===== config.mk =====
export PLATFORM = sky130hd
export DESIGN_NAME = seq_divider
export DESIGN_NICKNAME = d
export VERILOG_FILES = /design/src/rtl/div_pkg.sv /design/src/rtl/div_sign_fix.sv /design/src/rtl/seq_divider.sv
export SDC_FILE = /design/constraint.sdc
export NUM_CORES = 1
export LEC_CHECK = 0
export ABC_CLOCK_PERIOD_IN_PS = 4600
export CAP_MARGIN = 10
export CORE_UTILIZATION = 50
export DETAILED_ROUTE_END_ITERATION = 7
export DONT_BUFFER_PORTS = 1
export PLACE_DENSITY = 0.61
export SLEW_MARGIN = 25
export SYNTH_ARGS = -nofsm -noshare
export SYNTH_HDL_FRONTEND = slang
export SYNTH_HIERARCHICAL = 1
export SYNTH_SLANG_ARGS = --single-unit
export TNS_END_PERCENT = 5

===== constraint.sdc =====
create_clock -name clk -period 4.6 [get_ports clk]
set_input_delay 0.69 -clock clk [delete_from_list [all_inputs] [get_ports clk]]
set_output_delay 0.69 -clock clk [all_outputs]
set_load 0.05 [all_outputs]

===== src/rtl/div_pkg.sv =====
// Shared constants for the sequential integer divider: FSM encoding,
// default operand width and the divide-by-zero quotient pattern.
package div_pkg;

  localparam int DEF_WIDTH = 32;

  localparam logic [1:0] ST_IDLE = 2'd0;
  localparam logic [1:0] ST_CALC = 2'd1;
  localparam logic [1:0] ST_FIX  = 2'd2;
  localparam logic [1:0] ST_DONE = 2'd3;

  // Quotient reported for a zero divisor; replicated to the instance width.
  localparam logic [DEF_WIDTH-1:0] DIV0_QUO = '1;

endpackage


===== src/rtl/div_sign_fix.sv =====
// Conditional two's-complement negate: takes magnitudes of signed operands
// and re-applies the sign to quotient/remainder.
module div_sign_fix #(
  parameter int WIDTH = 32
) (
  input  logic [WIDTH-1:0] value,
  input  logic             neg,
  output logic [WIDTH-1:0] result
);

  assign result = neg ? -value : value;

endmodule


===== src/rtl/seq_divider.sv =====
// Multi-cycle restoring divider for MIPS DIV/DIVU (quotient -> LO, remainder -> HI).
// Optional SEQ_DIV_EARLY_OUT_EN skips the iteration when |A| < |B|.
module seq_divider
  import div_pkg::*;
#(
  parameter int WIDTH = DEF_WIDTH
) (
  input  logic             clk,
  input  logic             rst,
  input  logic             start,
  input  logic             signed_op,
  input  logic [WIDTH-1:0] A,
  input  logic [WIDTH-1:0] B,
  output logic             busy,
  output logic             done,
  output logic [WIDTH-1:0] quotient,
  output logic [WIDTH-1:0] remainder,
  output logic             div_by_zero
);

  localparam int CNT_W = $clog2(WIDTH) + 1;

  logic [1:0]       state;
  logic [CNT_W-1:0] cnt;
  logic             zero_div;
  logic             sign_q;
  logic             sign_r;
  logic [WIDTH-1:0] rem;
  logic [WIDTH-1:0] quo;
  logic [WIDTH-1:0] dvs;
  logic [WIDTH-1:0] a_mag;
  logic [WIDTH-1:0] b_mag;
  logic [WIDTH-1:0] q_fixed;
  logic [WIDTH-1:0] r_fixed;
  logic [WIDTH:0]   rem_shift;
  logic [WIDTH:0]   rem_trial;
  logic             accept;
  logic             b_zero;
  logic             skip_calc;

  div_sign_fix #(.WIDTH(WIDTH)) u_a_abs (
    .value (A),
    .neg   (signed_op & A[WIDTH-1]),
    .result(a_mag)
  );

  div_sign_fix #(.WIDTH(WIDTH)) u_b_abs (
    .value (B),
    .neg   (signed_op & B[WIDTH-1]),
    .result(b_mag)
  );

  div_sign_fix #(.WIDTH(WIDTH)) u_q_sign (
    .value (quo),
    .neg   (sign_q),
    .result(q_fixed)
  );

  div_sign_fix #(.WIDTH(WIDTH)) u_r_sign (
    .value (rem),
    .neg   (sign_r),
    .result(r_fixed)
  );

  // busy lags the FSM by one edge, so the done cycle is already back in IDLE;
  // gating on busy keeps a start in that cycle from being accepted.
  assign accept = (state == ST_IDLE) && start && !busy;
  assign b_zero = (B == '0);

`ifdef SEQ_DIV_EARLY_OUT_EN
  assign skip_calc = b_zero || (a_mag < b_mag);
`else
  assign skip_calc = b_zero;
`endif

  // One extra bit so the trial subtraction never truncates.
  assign rem_shift = {rem, quo[WIDTH-1]};
  assign rem_trial = rem_shift - {1'b0, dvs};

  // Control and architectural outputs
  always_ff @(posedge clk) begin
    if (rst) begin
      state       <= ST_IDLE;
      cnt         <= '0;
      zero_div    <= 1'b0;
      busy        <= 1'b0;
      done        <= 1'b0;
      quotient    <= '0;
      remainder   <= '0;
      div_by_zero <= 1'b0;
    end else begin
      busy <= (state != ST_IDLE);
      done <= (state == ST_DONE);
      case (state)
        ST_IDLE: begin
          if (accept) begin
            cnt      <= CNT_W'(WIDTH);
            zero_div <= b_zero;
            state    <= skip_calc ? ST_FIX : ST_CALC;
          end
        end
        ST_CALC: begin
          cnt <= cnt - 1'b1;
          if (cnt == CNT_W'(1)) state <= ST_FIX;
        end
        ST_FIX: begin
          quotient    <= zero_div ? {WIDTH{DIV0_QUO[0]}} : q_fixed;
          remainder   <= r_fixed;
          div_by_zero <= zero_div;
          state       <= ST_DONE;
        end
        ST_DONE: state <= ST_IDLE;
        default: state <= ST_IDLE;
      endcase
    end
  end

  // Datapath: shortcut paths preload rem with |A| so the sign fix returns A.
  always_ff @(posedge clk) begin
    if (accept) begin
      dvs    <= b_mag;
      sign_q <= signed_op & (A[WIDTH-1] ^ B[WIDTH-1]);
      sign_r <= signed_op & A[WIDTH-1];
      if (skip_calc) begin
        rem <= a_mag;
        quo <= '0;
      end else begin
        rem <= '0;
        quo <= a_mag;
      end
    end else if (state == ST_CALC) begin
      if (!rem_trial[WIDTH]) begin
        rem <= rem_trial[WIDTH-1:0];
        quo <= {quo[WIDTH-2:0], 1'b1};
      end else begin
        rem <= rem_shift[WIDTH-1:0];
        quo <= {quo[WIDTH-2:0], 1'b0};
      end
    end
  end

endmodule


# Word level (Yosys, flattened, before mapping)
# Cells that the tools add are included.
# word_totals
register_bits,174
latch_bits,0
ram_bits,0
out_inout_bits,67
romBits,0
mem_count,0
in_bits,68
# classes
n_bitwise,4
n_eq_ne,6
div,0
shifts,0
magnitude_cmp,0
reduce_logical,11
n_addsub,6
mul,0
n_mux,19
# ops
operator,count
2-to-1 mux 32 bit,12
negator 32 bit,4
subtractor 33 x 32 -> 33 bit,1
logical NOT 32 bit,1
one-hot mux 6 bit (2 select lines),1
one-hot mux 2 bit (4 select lines),1
== test 6 x 1 -> 1 bit (second input constant),1
2-to-1 mux 2 bit,3
2-to-1 mux 6 bit,1
AND reduction 2 bit,3
nonzero test 2 bit,3
subtractor 6 x 1 -> 6 bit (second input constant),1
== test 2 bit (second input constant),2
!= test 2 bit (second input constant),2
AND 1 bit,3
== test 2 x 1 -> 1 bit (second input constant),1
logical AND 1 bit,2
logical NOT 2 bit,1
logical NOT 1 bit,1
2-to-1 mux 1 bit,1
XOR 1 bit,1

# Longest topological paths before layout
# logic_depth
depth_word,5
depth_mapped,14
depth_no_buf,12

# Modules after synthesis
# Netlist, hierarchy kept.
# modules_own_cells
mod,cells_each,area_each_um2,instances
seq_divider,900,8797.2,1
div_sign_fix,108,767.0,4

# Worst setup path after synthesis
# No wires, ideal clock.
# synth_path
kind,input -> register
startpoint,input start
endpoint,"register quo[0], enable pin"
path_buffers,2
t_arrival_ps,2837
cell_stages,5
path_slack_ps,1331
path_cell_list,nand2_1 > or2_2 > clkbuf_1 > clkbuf_1 > nand2b_1
# synth_via
elab_chain_len,3
# synth_rtl
item,line_no,rtl
"start, declared",seq_divider.sv:10,"input logic start,"
logical AND 1 bit (2 in series),seq_divider.sv:67,assign accept = (state == ST_IDLE) && start && !busy;
nonzero test 2 bit (no source line),--,
"end signal, assigned",seq_divider.sv:129,quo <= a_mag;
"end signal, assigned",seq_divider.sv:134,"quo <= {quo[WIDTH-2:0], 1'b1};"
"end signal, assigned",seq_divider.sv:137,"quo <= {quo[WIDTH-2:0], 1'b0};"
"end, declared",seq_divider.sv:29,logic [WIDTH-1:0] quo;
# Every way passes these cells.
# A chain may end at the register's enable or synchronous reset.

# Worst setup path in the final report
# layout_path
startpoint,register rem[10]
endpoint,"register rem[1], data pin"
# layout_via
elab_chain_len,4
# layout_rtl
item,line_no,rtl
"start, declared",seq_divider.sv:28,logic [WIDTH-1:0] rem;
"start signal, assigned",seq_divider.sv:125,rem <= a_mag;
"start signal, assigned",seq_divider.sv:133,rem <= rem_trial[WIDTH-1:0];
"start signal, assigned",seq_divider.sv:136,rem <= rem_shift[WIDTH-1:0];
subtractor 33 x 32 -> 33 bit,seq_divider.sv:78,"assign rem_trial = rem_shift - {1'b0, dvs};"
2-to-1 mux 32 bit,seq_divider.sv:132,if (!rem_trial[WIDTH]) begin
2-to-1 mux 32 bit,seq_divider.sv:131,end else if (state == ST_CALC) begin
2-to-1 mux 32 bit,seq_divider.sv:120,if (accept) begin
# Every way passes these cells. The select of a mux whose other input is x is not followed.

==> results <==
- The flow ran to the end, and the final reports show no timing, DRC or antenna violations.
- Among cell families on the critical path, the largest total delay comes from compound AO/OA/AOI/OAI gates.
- Detailed placement finished with a half-perimeter wire length of ~24000 um.
- The total leakage power is 4.43 nW.
- The type of the setup path with the least slack is reg2reg.
- For the worst setup path, the data arrival time is 4.07 ns.
- The final clock period utilization by the worst path is roughly 82%.
- The worst setup path is captured at a flop.
- The top flip-flop cell by instance count after synthesis is sky130_fd_sc_hd__edfxtp_1.
- The count of buffers added on input and output ports is 0.
- In this run the top signal layer used is met4.
- The tool flagged a number of max-cap violations equal to 0.
- The routed wire length on met2 is around 14000 um.
- For this run, asynchronously set or reset flops after synthesis account for 0%.
- The initial antenna violation count was 0.
- The area enclosed by the die boundary is roughly 24000 um2.
- The routability congestion estimate from global placement is about 0.95.
- The total standard cell area after synthesis is ~12000 um2.
- By instance count, the cell type seen most on the critical path is sky130_fd_sc_hd__o21ai_0.
- After detailed routing, the number of vias per cell comes to a little over 6.
- After global routing the overflow that remains totals 0.
- Global routing consumed, over all layers together, between 20% and 30% of the routing resources.
- Counting I/O delays and the setup requirement, the final critical path takes ~3.8 ns.
- After synthesis the netlist holds a flip-flop and latch count of between 150 and 200.
- The wire length on met3 is 2100 um.
- The clock skew after layout is approximately 0.011 ns.
- For this run, design rule violations remaining after detail routing come to 0.
- Buffers inserted during clock tree synthesis total 17.
- The count of instances resized after the clock tree is built is 0.
- The cell count after synthesis came out at ~1300.
- The first TritonRoute pass finished after 5 iterations.
- For this design, the slowest cell found on the critical path is sky130_fd_sc_hd__xnor2_2.
- The number of synthesized flops with an enable pin is 98.
- In this run the count of I/O pins placed on the die edge is ~140.
- In this run the worst hold path is classified as in2reg.
- The synthesized area per cell is a little under 9 um2.
- Clock-pin slew was measured on the worst setup and hold paths at roughly 0.07 ns.
- The unique cell type count in the Yosys netlist is 63.
- The leading cell type in the layout, fill and taps excluded is sky130_fd_sc_hd__xnor2_1.
- For this run, the top clock speed supported by timing is 264 MHz.
- 0 antenna diodes ended up in the layout.
- CTS saw 174 sinks.
- In this run the power density over the cells is 814 nW/um2.
- The hold buffer count at CTS is 0.
- The detailed router put a total of roughly 15000 um of wire on met1.
- The worst slack after detailed placement is just under 0.9 ns.
- The endpoint required time on the critical path is between 4 and 5 ns.
- The area of the core is between 20000 and 25000 um2.
- The initialized floorplan defines 56 standard-cell rows.
- For the worst-skew pair, the clock arrives at the later sink with an insertion delay of ~0.45 ns.
- The sequential cell area fraction in the yosys report is approximately 38%.
- Across the VDD grid, the largest voltage drop is about 380 uV.
- Walking the worst path, the cells encountered are ha_1 -> a21oi_1 -> o21ai_0 -> or2_2 -> o21ba_2 -> o21ai_2 -> a211oi_2 -> xnor2_2 -> buf_12 -> mux2_2 -> o21ai_0.
- Setup repair after global routing left no endpoint under its margin.
- The worst setup path is launched from a flop.
- The net count of the finished layout is between 1000 and 1500.
- The first global-routing pass estimated ~50000 um of wire.
- The synthesis-to-finish area growth is 6.78%.
- The top cell types in the final layout, fill and taps aside, are sky130_fd_sc_hd__xnor2_1, sky130_fd_sc_hd__nand2_1, sky130_fd_sc_hd__nor2_1.
- The count of yosys warnings during synthesis is 6.
- The final antenna-violating net count is 0.
- The via count is roughly 10000.
- In this run the deepest clock path goes through 2 buffers.
- The largest fanout of any net on the critical path is 29.
- In the final layout, the share of cells above drive strength 1 is ~6.6%.
- The number of global-route vias before repair came to slightly above 9000.
- Together, buffers and inverters on the worst path number 1.
- The floorplan step set the die width to 156 um.
- TritonCTS built the clock tree.
- Once the floorplan was initialized, standard cells occupied 50.7% of the core.
- Setup slack on the critical path of the routed design comes to just over 0.8 ns.
- The hold violation count in the final report is 0.
- The iteration-0 DRC count of the detailed router is between 1000 and 1500.
- The headroom to the max-slew limit is 27.1%.
- The number of H-tree levels is 4.
- Measured along the y axis, the die boundary spans 156 um.
- The stage delay of the slowest cell on the critical path is between 0.6 and 0.7 ns.
- The number of nets in the synthesized netlist is approximately 1400.
- After detailed routing, the average wire length per cell comes to ~20 um.
- The pin slew with the least headroom to its limit is 1.08 ns.
- Entering global routing, the biggest net connects 77 pins.
- The number of max-slew violations in the final report is 0.
- The cell chosen for the clock root is sky130_fd_sc_hd__clkbuf_16.
- In this run the post-CTS setup repair buffer count came out at 0.
- The setup TNS after final layout is 0 ns.
- Wires add up to between 30000 and 40000 um.
- Setup violations remaining at the end of the flow were counted as 0.
==> state kept, by name, indices dropped and copies added (netlist names), 2 cells and up <==
name / count
cnt: 6
dvs: 32
quo: 32
quotient: 32
rem: 32
remainder: 32
state: 2
==> routing by layer <==
layer,vias up,GRT usage [%]
li1,4773,-
met1,4670,39.6
met2,376,40.3
met3,35,4.19
met4,0,7.80
met5,-,0
==> Yosys cell counts, types with 9 or more instances <==
| cell | count | area share (%) |
|---|---|---|
| sky130_fd_sc_hd__a21o_1 | 11 | 0.70 |
| sky130_fd_sc_hd__a21oi_1 | 74 | 3.1 |
| sky130_fd_sc_hd__clkbuf_1 | 55 | 1.7 |
| sky130_fd_sc_hd__dfxtp_1 | 76 | 13 |
| sky130_fd_sc_hd__edfxtp_1 | 98 | 25 |
| sky130_fd_sc_hd__ha_1 | 42 | 4.4 |
| sky130_fd_sc_hd__inv_1 | 65 | 2.1 |
| sky130_fd_sc_hd__mux2i_1 | 59 | 5.0 |
| sky130_fd_sc_hd__nand2_1 | 132 | 4.2 |
| sky130_fd_sc_hd__nand2b_1 | 21 | 1.1 |
| sky130_fd_sc_hd__nand3_1 | 26 | 1.1 |
| sky130_fd_sc_hd__nand3b_1 | 9 | 0.57 |
| sky130_fd_sc_hd__nand4_1 | 17 | 0.90 |
| sky130_fd_sc_hd__nor2_1 | 124 | 3.9 |
| sky130_fd_sc_hd__nor2b_1 | 10 | 0.53 |
| sky130_fd_sc_hd__nor3_1 | 15 | 0.63 |
| sky130_fd_sc_hd__nor4_1 | 26 | 1.4 |
| sky130_fd_sc_hd__o21ai_0 | 90 | 3.8 |
| sky130_fd_sc_hd__o22ai_1 | 33 | 1.7 |
| sky130_fd_sc_hd__o31ai_1 | 36 | 2.3 |
| sky130_fd_sc_hd__o41ai_1 | 36 | 2.7 |
| sky130_fd_sc_hd__or3_1 | 11 | 0.58 |
| sky130_fd_sc_hd__or4_1 | 9 | 0.57 |
| sky130_fd_sc_hd__xnor2_1 | 135 | 10 |
| sky130_fd_sc_hd__xor2_1 | 11 | 0.81 |
==> worst paths after layout <==
path	from	to	slack, ns	cells past startpoint
worst max-delay path	rem[10]	rem[1]	0.81	11
worst min-delay path	rst	remainder[13]	0.32	1
worst max register to register	rem[10]	rem[1]	0.81	11
worst min register to register	zero_div	zero_div	0.48	2
==> cell families (layout without fill, tap and decap cells) <==
kind of cell,Yosys count,after routing,share of synthesized area [%]
mux,60,60,5.07
compound gates,329,329,18.5
flops,174,174,37.6
xor+xnor,146,146,10.8
fa+ha+maj,43,43,4.60
simple gates,442,442,18.4
buf+inv,138,110,5.02
==> final cells by class <==
type | instances | area [um2]
sequential | 174 | 4460
multi-input combinational | 1020 | 6840
inverter | 65 | 244
fill | 2180 | 10700
tap | 319 | 399
clock buffer | 17 | 425
timing repair buffer | 13 | 110
clock inverter | 15 | 188
==> where the power goes <==
group	leakage (nW)	total, W	internal, W	switching [W]
Sequential	1.57	0.00389	0.00253	0.00137
Clock	0.302	0.00152	0.000789	0.000729
Combinational	2.56	0.00490	0.00212	0.00278
==> through the flow <==
step | total power, W | std cells | cell area (um2) | util, % | hold WS, ns
5_1_grt | 0.0110 | 1623 | 12700 | 54.1 | 0.303
4_1_cts | 0.0103 | 1623 | 12700 | 54.1 | 0.305
2_1_floorplan | 0.00764 | 1332 | 11900 | - | 0.444
6_report | 0.0103 | 1623 | 12700 | 54.1 | 0.316
3_5_place_dp | 0.00876 | 1591 | 12100 | 51.5 | 0.474
3_3_place_gp | 0.00869 | 1591 | 12100 | 51.5 | 0.467
(Power assumes the default switching activity.)
==> RTL change 1, RTL diff (config.mk and constraints unchanged) <==
Put one more register stage on the output `remainder`, cleared by the reset. The value now appears one clock later. The other outputs are not delayed to match. Comments in the files are not updated.
--- a/src/rtl/seq_divider.sv
+++ b/src/rtl/seq_divider.sv
@@ -20,4 +20,6 @@
 
   localparam int CNT_W = $clog2(WIDTH) + 1;
+
+  logic [WIDTH-1:0] remainder_s0;
 
   logic [1:0]       state;
@@ -87,5 +89,5 @@
       done        <= 1'b0;
       quotient    <= '0;
-      remainder   <= '0;
+      remainder_s0 <= '0;
       div_by_zero <= 1'b0;
     end else begin
@@ -106,5 +108,5 @@
         ST_FIX: begin
           quotient    <= zero_div ? {WIDTH{DIV0_QUO[0]}} : q_fixed;
-          remainder   <= r_fixed;
+          remainder_s0 <= r_fixed;
           div_by_zero <= zero_div;
           state       <= ST_DONE;
@@ -140,4 +142,12 @@
   end
 
+  always_ff @(posedge clk) begin
+    if (rst) begin
+      remainder <= '0;
+    end else begin
+      remainder <= remainder_s0;
+    end
+  end
+
 endmodule
 
Behaviour: not the same (Yosys sat finds a counterexample within 4 cycles, from zero or initial values and one cycle with rst high).
==> RTL change 1 against the original RTL <==
  * Count of clock-buffer cells in the layout up 16
  * Area after synthesis up 7.2%
  * Sequential cell count up 32
  * Via count up 2.9%
  * Design area up 8.5%
  * Worst setup slack better by 0.13 ns
  * Total power up 5.8%
  * Routed wire length up 1.8%
==> RTL change 1: results (changes against the original RTL) <==
Clocking
  – H-tree Lvls: 1 (-3)
  – CTS hold repair buffers: 0 (unchanged)
  – CTS max path bufs: 3 (+1)
  – Later-pin clock latency in the skew report: 0.53 ns (+0.08 ns)

GRT
  – All-Layer GR Usage: 24.9% (-2.0 points)
  – First-pass GRT wire length: 51900 um (+3.1%)
  – Largest net degree at the start of global routing: 109 (+42%)
  – Number of global-route vias before repair: 9584 (+4.8%)

Power and ir drop
  – Clk pwr share: 18.0% (+3.3 points)
  – Seq pwr: 4.07 mW (+5%)
  – Internal Pwr Total: 6.19 mW (+14%)
  – Peak VDD IR: 491 uV (+29%)
  – Sw Ratio: 43.3% (-4.0 points)

Layout
  – FF+latch count: 206 (+18%)
  – Clock Buffer Count: 33 (+16)
  – Number of buffers outside the clock class in the layout: 14 (+1)
  – Multi-input gates: 1052 (+3.1%)
  – Fin area: 0.0138 mm2 (+8.5%)
  – Register area: 0.00510 mm2 (+14%)
  – Layout cells sized above 1: 6.94% (+0.35 points)
  – Area of the multi-input gates: 0.00704 mm2 (+3.0%)
  – Signal buf overhead: 0.855% (-0.014 points)
  – Fillers: 2382 (+9.3%)
  – Clk cell area share: 6.03% (+1.2 points)

Setup path
  – Worst path arrival time: 3.90 ns (-0.17 ns)
  – CP max stage delay: 0.61 ns (-0.07 ns)
  – Reg2reg setup slack: 0.94 ns (+0.13 ns)
  – Crit path max fanout: 27 (-6.9%)

Synth
  – Commonest register cell after synthesis: dfxtp_1
  – Synthesized instance count: 1400 (+5.1%)
  – Sequential fraction of the synthesis area: 40.1% (+2.5 points)
  – Mux cell area share after synthesis: 4.73% (-0.34 points)
  – Top cells by count, synth: 135 x xnor2_1, 132 x nand2_1, 124 x nor2_1
  – Top cells by area, synth: edfxtp_1 23%, dfxtp_1 17%, xnor2_1 9.3%
  – Adder-Cell Fraction of Synth Area: 4.29% (-0.31 points)
  – Synth Area in Compound Gates: 17.2% (-1.2 points)
  – Syn nets: 1511 (+4.7%)

Detailed routing
  – Vias: 10.1k (+2.9%)
  – Iteration-0 DRC count of the detailed router: 863 (-17%)
  – DR WL/cell: 19.1 um (-3.5%)
  – Vias per cell: 5.92 (-2.5%)

Placement
  – Placed cell count: 1667 (+4.8%)
  – Dpl hpwl: 24500 um (+0.55%)
  – RePlAce Congestion: 0.883 (-7.1%)
  – Pre-CTS WS: 0.964 ns (+0.0816 ns)
  – Placed Area: 0.0129 mm2 (+7.1%)

STA
  – Crit share post-route: 79.6% (-2.7 points)
  – Relative slew slack: 33.9% (+6.7 points)
  – Hold Slack: 0.246 ns (-0.0708 ns)
  – Clock Skew: 0.0126 ns (+0.00131 ns)

Status
  – Status: completed
RTL change 1: changes by cell type in the layout (fill, tap and decap cells not counted), moves of 4 or more:
cell / before / now
nor2b_1: 10 / 42
clkbuf_1: 0 / 4
clkbuf_16: 17 / 26
inv_6: 6 / 2
dfxtp_1: 76 / 108
inv_8: 5 / 0
clkinv_2: 0 / 4
RTL change 1: path summary, 6_finish.rpt:
check | cells after the start | to | start
worst min-delay path | 1 | cnt[0]$_SDFFE_PP0P_ | rst
worst max register to register | 11 | rem[22]$_DFFE_PP_ | rem[10]$_DFFE_PP_
worst max-delay path | 11 | rem[22]$_DFFE_PP_ | rem[10]$_DFFE_PP_
worst min register to register | 1 | remainder[11]$_SDFF_PP0_ | remainder_s0[11]$_SDFFE_PP0P_
RTL change 1: per-layer routing:
layer	vias up	part of all wire (%)	global-route usage, %
met5	-	0	0
met4	0	2.3	6.78
met3	46	6.9	3.31
met2	329	44	38.8
met1	4771	47	36.1
li1	4992	-	-
==> RTL change 2, RTL diff (same flow settings) <==
Made on the original files. Change the package constant `DEF_WIDTH` from 32 to 64.
--- a/src/rtl/div_pkg.sv
+++ b/src/rtl/div_pkg.sv
@@ -3,5 +3,5 @@
 package div_pkg;
 
-  localparam int DEF_WIDTH = 32;
+  localparam int DEF_WIDTH = 64;
 
   localparam logic [1:0] ST_IDLE = 2'd0;
Interface: changed (resized A, B, quotient and remainder); port bits go from 135 to 263. No check against the original RTL was run, so the function may have changed too.
==> RTL change 2 against the original RTL <==
  * Routed wire length grew 120%
  * Non-clock buffer count grew 22
  * Combinational power grew 100%
  * Design area grew 96%
  * Sequential power grew 94%
  * Fmax shrank 10%
  * Area after synthesis grew 94%
  * Worst setup slack lost 0.42 ns
  * Total power grew 100%
  * Sequential cell count grew 161
  * Synthesized cell count grew 97%
  * Critical path type unchanged
  * Critical endpoint is now rem[53]$_DFFE_PP_
  * Largest cell class unchanged
  * Highest routed layer unchanged
==> RTL change 2: results (changes against the original RTL) <==
Status
  – Status: completed

GRT
  – Met3 usage: 5.29% (+1.1 points)
  – First-pass GRT wire length: 108000 um (+110%)
  – Met1 usage: 42.9% (+3.3 points)
  – Met2 GRT Util: 43.4% (+3.2 points)
  – All-Layer GR Usage: 29.3% (+2.4 points)
  – Largest net degree at the start of global routing: 139 (+81%)
  – Number of global-route vias before repair: 18.1k (+98%)

Synth
  – Synthesis Warnings: 6 (unchanged)
  – XOR/XNOR Fraction of Synth Area: 11.7% (+0.97 points)
  – Top cells by area, synth: edfxtp_1 25%, dfxtp_1 12%, xnor2_1 11%
  – Syn nets: 2836 (+97%)
  – Adder-Cell Fraction of Synth Area: 4.11% (-0.49 points)
  – Top cells by count, synth: 318 x nand2_1, 282 x xnor2_1, 200 x nor2_1
  – Mux cell area share after synthesis: 3.66% (-1.4 points)
  – Netlist cell types: 70 (+11%)
  – Synth Area in Compound Gates: 19.5% (+1.0 points)
  – Number of synthesized flops with an enable pin: 194 (+98%)
  – Sequential fraction of the synthesis area: 37.5% (-0.089 points)

Power and ir drop
  – Leakage: 8.63 nW (+95%)
  – Internal Pwr Total: 10.9 mW (+100%)
  – Share of power burned in registers: 36.4% (-1.3 points)
  – Clk pwr share: 15.8% (+1.1 points)
  – Peak VDD IR: 455 uV (+20%)

Setup path
  – CP endpoint: rem[53]$_DFFE_PP_
  – Crit path max fanout: 40 (+38%)
  – Crit path from: rem[7]$_DFFE_PP_
  – Worst Path Required: 5.00 ns (+0.12 ns)
  – Reg2Reg Depth: 12 (+1)
  – Critical Path Slowest Stage Cell: edfxtp_1
  – CP max stage delay: 0.53 ns (-0.15 ns)
  – Reg2reg setup slack: 0.39 ns (-0.42 ns)

Placement
  – RePlAce Congestion: 0.946 (-0.47%)
  – Placed Area: 0.0235 mm2 (+95%)
  – Dpl hpwl: 54400 um (+120%)

Layout
  – Fin nets: 2745 (+96%)
  – Inserted Diodes: 0 (unchanged)
  – Layout cells sized above 1: 6.66% (+0.061 points)
  – Fillers: 4191 (+92%)

Clocking
  – H-tree Lvls: 2 (-2)
  – CTS max path bufs: 3 (+1)
  – Post-CTS sizing: 0 (unchanged)
  – TritonCTS buffer count: 39 (+22)
  – Later-pin clock latency in the skew report: 0.57 ns (+0.12 ns)

Min path
  – Hold Path End: busy$_SDFF_PP0_
  – Hold depth: 1 (unchanged)
  – Critical hold path startpoint: rst

Die
  – Core Region: 0.0454 mm2 (+94%)

STA
  – Worst Tran Pin Value: 1.01 ns (-0.0701 ns)
  – Clock Skew: 0.0238 ns (+0.0125 ns)

Detailed routing
  – DR WL/cell: 22.3 um (+13%)
  – Vias: 19.9k (+100%)
  – Met3 wire length: 5520 um (+160%)
  – First drt pass iteration count: 6 (+1)
  – WL met2: 30300 um (+120%)
  – M1 WL: 33000 um (+110%)
  – Iteration-0 DRC count of the detailed router: 1975 (+91%)
[RTL change 2: cell types whose count changed in the layout (fill, tap and decap cells not counted), sizes merged, moves of 33 or more]
cell	change
nor2	+76
or4	+57
o21ai	+82
dfxtp	+65
edfxtp	+96
a21oi	+51
clkbuf	+33
nand2	+186
xnor2	+147
a31oi	+47
or3	+43
o31ai	+47
[RTL change 2: final cells by class]
class	count	area share (%)
Timing Repair Buffer	35	1.21
Clock buffer	50	4.31
Sequential cell	335	34.9
Tap cell	600	3.03
Multi-Input combinational cell	2032	54.0
Inverter	95	1.46
Clock inverter	22	1.14
[RTL change 2: per-stage QoR]
step                std cells  worst slack, ns  total power [mW]  hold WS [ns]  util, %
floorplan                2629            0.391              14.6         0.471        -
CTS                      3169            0.388              20.7         0.160     54.7
detailed placement       3097            0.400              17.4         0.504     51.7
finish                   3169            0.387              20.8         0.194     54.7
global placement         3097            0.535              17.2         0.495     51.7
global route             3169            0.135              22.1         0.174     54.7
